**src/rtl/ktms_mmio_master.sv**
```systemverilog
// rtl/ktms_mmio_master.sv - MMIO bus initiator: one host request at a time, parity-protected bus command, ack wait with timeout.

module capi_parity_gen #(
  parameter int width = 64
) (
  input  logic [width-1:0] i_d,
  output logic             o_p
);
  // Odd parity, so an all-zero field carries a set parity bit.
  assign o_p = ~^i_d;
endmodule

module ktms_mmio_master #(
  parameter int mmiobus_width  = 94,
  parameter int timeout_width  = 10,
  parameter int timeout_cycles = 1000
) (
  input  logic                     clk,
  input  logic                     reset,
  input  logic                     i_v,
  output logic                     i_r,
  input  logic                     i_cfg,
  input  logic                     i_rnw,
  input  logic                     i_dw,
  input  logic [23:0]              i_addr,
  input  logic [63:0]              i_data,
  output logic [mmiobus_width-1:0] o_mmiobus,
  input  logic                     i_mmio_rd_v,
  input  logic [63:0]              i_mmio_rd_d,
  input  logic                     i_mmio_wr_v,
  output logic                     o_v,
  input  logic                     o_r,
  output logic                     o_rnw,
  output logic [63:0]              o_data,
  output logic                     o_err,
  output logic                     o_stray
);

  typedef enum logic [1:0] {IDLE, ISSUE, WAIT, RESP} state_t;

  localparam logic [timeout_width-1:0] tc = timeout_width'(timeout_cycles - 1);

  state_t                   state_q, state_d;
  logic                     cfg_q, cfg_d;
  logic                     rnw_q, rnw_d;
  logic                     dw_q, dw_d;
  logic [23:0]              addr_q, addr_d;
  logic [63:0]              data_q, data_d;
  logic [timeout_width-1:0] cnt_q, cnt_d;
  logic                     o_rnw_q, o_rnw_d;
  logic [63:0]              o_data_q, o_data_d;
  logic                     o_err_q, o_err_d;
  logic                     stray_q, stray_d;
  logic                     addr_par, data_par;
  logic                     ack_hit, ack_wrong;

  capi_parity_gen #(.width(24)) u_addr_par (.i_d(addr_q), .o_p(addr_par));
  capi_parity_gen #(.width(64)) u_data_par (.i_d(data_q), .o_p(data_par));

  always_ff @(posedge clk or posedge reset) begin
    if (reset) begin
      state_q  <= IDLE;
      cfg_q    <= 1'b0;
      rnw_q    <= 1'b0;
      dw_q     <= 1'b0;
      addr_q   <= '0;
      data_q   <= '0;
      cnt_q    <= '0;
      o_rnw_q  <= 1'b0;
      o_data_q <= '0;
      o_err_q  <= 1'b0;
      stray_q  <= 1'b0;
    end else begin
      state_q  <= state_d;
      cfg_q    <= cfg_d;
      rnw_q    <= rnw_d;
      dw_q     <= dw_d;
      addr_q   <= addr_d;
      data_q   <= data_d;
      cnt_q    <= cnt_d;
      o_rnw_q  <= o_rnw_d;
      o_data_q <= o_data_d;
      o_err_q  <= o_err_d;
      stray_q  <= stray_d;
    end
  end

  assign ack_hit   = rnw_q ? i_mmio_rd_v : i_mmio_wr_v;
  assign ack_wrong = rnw_q ? i_mmio_wr_v : i_mmio_rd_v;

  always_comb begin
    state_d  = state_q;
    cfg_d    = cfg_q;
    rnw_d    = rnw_q;
    dw_d     = dw_q;
    addr_d   = addr_q;
    data_d   = data_q;
    cnt_d    = cnt_q;
    o_rnw_d  = o_rnw_q;
    o_data_d = o_data_q;
    o_err_d  = o_err_q;
    stray_d  = i_mmio_rd_v | i_mmio_wr_v;
    case (state_q)
      IDLE: begin
        if (i_v) begin
          cfg_d   = i_cfg;
          rnw_d   = i_rnw;
          dw_d    = i_dw;
          addr_d  = i_addr;
          // Reads put zero data on the bus, so zero it at capture.
          data_d  = i_rnw ? 64'd0 : i_data;
          state_d = ISSUE;
        end
      end
      ISSUE: begin
        cnt_d   = '0;
        state_d = WAIT;
      end
      WAIT: begin
        cnt_d   = cnt_q + timeout_width'(1);
        stray_d = ack_wrong;
        if (ack_hit) begin
          o_rnw_d  = rnw_q;
          o_data_d = rnw_q ? i_mmio_rd_d : 64'd0;
          o_err_d  = 1'b0;
          state_d  = RESP;
        end else if (cnt_q == tc) begin
          o_rnw_d  = rnw_q;
          o_data_d = rnw_q ? {64{1'b1}} : 64'd0;
          o_err_d  = 1'b1;
          state_d  = RESP;
        end
      end
      RESP: begin
        if (o_r) state_d = IDLE;
      end
      default: state_d = IDLE;
    endcase
  end

  assign i_r       = (state_q == IDLE);
  assign o_v       = (state_q == RESP);
  assign o_rnw     = o_rnw_q;
  assign o_data    = o_data_q;
  assign o_err     = o_err_q;
  assign o_stray   = stray_q;
  assign o_mmiobus = (state_q == ISSUE) ?
                     {1'b1, cfg_q, rnw_q, dw_q, addr_q, addr_par, data_q, data_par} :
                     '0;

endmodule

```
**config.mk**
```make
export PLATFORM = sky130hd
export DESIGN_NAME = ktms_mmio_master
export DESIGN_NICKNAME = d
export VERILOG_FILES = /design/src/rtl/ktms_mmio_master.sv
export SDC_FILE = /design/constraint.sdc
export NUM_CORES = 1
export LEC_CHECK = 0
export ABC_AREA = 1
export ABC_CLOCK_PERIOD_IN_PS = 5100
export CAP_MARGIN = 20
export CORE_ASPECT_RATIO = 1.1
export CORE_MARGIN = 10
export CORE_UTILIZATION = 41
export CTS_BUF_LIST = sky130_fd_sc_hd__clkbuf_4 sky130_fd_sc_hd__clkbuf_8 sky130_fd_sc_hd__clkbuf_16
export CTS_CLUSTER_SIZE = 8
export DETAILED_ROUTE_END_ITERATION = 8
export GPL_ROUTABILITY_DRIVEN = 1
export GPL_TIMING_DRIVEN = 1
export PLACE_DENSITY = 0.77
export SLEW_MARGIN = 20
export SYNTH_ARGS = -nofsm -noshare
export SYNTH_HDL_FRONTEND = slang
export SYNTH_SLANG_ARGS = --single-unit
```
**constraint.sdc**
```tcl
create_clock -name clk -period 5.1 [get_ports clk]
set_input_delay 0.51 -clock clk [delete_from_list [all_inputs] [get_ports clk]]
set_output_delay 0.51 -clock clk [all_outputs]
set_load 0.02 [all_outputs]
```
==> results_dict.tcl <==
set metrics [dict create \
    timing.rr.end "addr_q[8]" \
    synth_compound_area_frac 0.0835 \
    yosys.area.top_type "dfrtp_1" \
    vias_per_cell 4.72 \
    report.final.hold_viol_count 0 \
    antenna_left 0 \
    io_pins 324 \
    clock_latency_ps 440 \
    synth-xor-area-share 0.0317 \
    rsz0062_at_grt "no" \
    synth_sequential_area_ratio 0.467 \
    crit_cells 5 \
    vias 9097 \
    muxShareOfSynthArea 0.00233 \
    synthAdderAreaFrac 0.00687 \
    final.min_clock_period_ps 3300 \
    syn_area_um2 9110 \
    power_density_nw_per_um2 618 \
    start_util 0.415 \
    final_layout_size_suffix_gt1_frac 0.0313 \
    clk_pin_slew_ps 80 \
    worstPathMaxFanout 94 \
    swShare 0.458 \
    synthTopCellsByArea "dfrtp_1 47%, nand2_1 29%, inv_1 7.1%" \
    power.net_switching_uw 3740 \
    max_stage_delay_ps 790 \
    cp_top_family "buffers and inverters" \
    crit_chain "inv_1 > ha_4 > nand2_1 > nor2_1 > clkdlybuf4s50_1" \
    tns_ps 0 \
    fp.dieArea_um2 28600 \
    numCtsBuffers 17 \
    cts_tree "yes" \
    die-width_um 162 \
    clkPwrFrac 0.163 \
    yosysTopAreaCellShare 0.467 \
    setup_viol 0 \
    crit_type "reg2out" \
    synth-simple-area-share 0.312 \
    fin_hold_ws_ps 481 \
    slew_headroom 0.293 \
    hpwl_mm 22.2 \
    power_leakage_uw 0.00707 \
    finalWorstSetupSlack_ps 1800 \
    ys_ff_latch 170 \
    htreeDepth 4 \
    required_ps 4590 \
    vdd_drop_max_mv 0.336 \
    root_buffer "clkbuf_16" \
    period_share 0.648 \
    crit_slowest_cell "ha_4" \
    most-common-layout-cells "701 x nand2_1, 323 x clkdlybuf4s50_1, 172 x inv_1" \
    cts_max_path_buffers 2 \
    worstRegToRegCells 8 \
    placed_cell_area_um2 12600 \
    grt_max_degree 171 \
    clock_skew_ps 15.2 \
    drt_wl_total_mm 29.3 \
    synthFlopType "dfrtp_1" \
    port-buffer-count 323 \
    rows 57 \
    netlist_instances 1319 \
    drt_iter0_markers 497 \
    fin_area_um2 13200 \
    yosysWarnings 0 \
    setup.worst_path.end "o_mmiobus[0]" \
    end_kind "primary output" \
    core-area_um2 22000 \
    p_total_uw 8160 \
    grt-ovfl-total 0 \
    ctsHoldBuffers 0 \
    startpoint_type "flop" \
    synth_top_family_by_area "simple AND/OR/NAND/NOR gates" \
    power.internal_uw 4420 \
    grt_pass1_vias 9117 \
    finalNetCount 1785 \
    timing.fmax_mhz 303 \
    status "completed" \
    drt_drc_violations_left 0 \
    syn_nets 1485 \
    r2r_start "state_q[1]" \
    grt_antenna_before_repair 0 \
    clock_sinks 170 \
    startpoint "state_q[1]" \
    place.gp.congestion 0.840 \
    track_usage 0.204 \
    area_growth_pct 44.9 \
    maxCapViolCount 0 \
    path_buf_inv 2 \
    layout_commonest_cell "nand2_1" \
    synth_edf_count 0 \
    wl_per_cell_um 15.2 \
    pwr-share-seq 0.287 \
    critPathArrivalTime_ps 2790 \
    drt_pass1_iterations 5 \
    r2r_slack_ps 2530 \
    preCtsSetupSlack_ps 2260 \
    grt_pass1_wl_mm 47.1 \
    tightest_slew_ps 1060 \
    synth_area_per_cell_um2 6.91 \
    die_y_um 176 \
    min_path_type "reg2reg" \
    pwr-share-comb 0.551 \
    report.final.slew_viol_count 0 \
    cts_resized 0 \
    ys_types 32 \
    cts_setup_buffers 0 \
    async_flop_share 1.00 \
]
[metrics by stage]
step | util | cells
floorplan | - | 1319
global placement | 0.572 | 1894
detailed placement | 0.573 | 1895
CTS | 0.601 | 1927
global route | 0.601 | 1927
finish | 0.601 | 1929
[cell usage after synthesis, types with 5 or more instances]
library cell  number
o21ai_0          107
inv_1            173
o21ai_1           20
nor3_1             5
nand3_1            8
a21oi_1            7
buf_2             16
ha_1               5
dfrtp_1          170
xor2_1            12
clkbuf_1          28
nor2_1            17
a22o_1             8
nand2_1          701
xnor2_1           21
[routing by layer]
metal / GRT usage / vias up / routed length, um
li1: - / 4550 / -
met1: 0.223 / 4218 / 11500
met2: 0.342 / 302 / 13900
met3: 0.102 / 27 / 3430
met4: 0.0554 / 0 / 473
met5: 0 / - / 0
[worst reg2reg max path, cell delays in order (launching register included)]
cell	delay (ps)
dfrtp_1	430
inv_1	130
ha_1	240
nand2_1	140
buf_4	280
inv_2	720
buf_4	420
nand2_1	100
nand2_1	70
[cell type report]
cell class / count / area [um^2]
diodes: 2 / 5.00
clock buffers: 18 / 439
clock inverters: 14 / 170
fillers: 2026 / 8760
inverters: 176 / 664
multi-input cells: 925 / 4000
flip-flops and latches: 170 / 4250
well taps: 295 / 369
repair buffers: 329 / 3300
[power by group through the flow]
stage	logic [uW]	clock network [uW]	registers, uW
after detailed placement	4540	0	2350
after global routing	5050	1410	2430
after floorplan	2620	0	2550
after CTS	4550	1350	2340
after global placement	4410	0	2340
final	4490	1330	2340
[cell families after synthesis]
family / count (synthesis)
AOI/OAI and AO/OA: 145
adders and majority gates: 5
and+or+nand+nor: 740
muxes: 2
DFF: 170
xor gates and xnor gates: 33
buffers and inverters: 224
[worst min-delay path by stage]
| stage | start | endpoint | slack [ps] | depth (start not counted) |
|---|---|---|---|---|
| final | o_data[8] | o_data[8] | 480 | 2 |
| after global routing | o_data[34] | o_data[34] | 500 | 2 |
| after CTS | o_data[34] | o_data[34] | 480 | 2 |
| after detailed placement | o_data[34] | o_data[34] | 460 | 2 |
| after global placement | o_data[30] | o_data[30] | 460 | 2 |
| after floorplan | cfg_q | cfg_q | 450 | 2 |
[flip-flops by register name, summed over array words and instances (netlist names), 2 cells and up]
register  cells
addr_q       24
cnt_q        10
data_q       64
o_data       64
state_q       2
No activity file was read; power rests on OpenSTA's default activity.
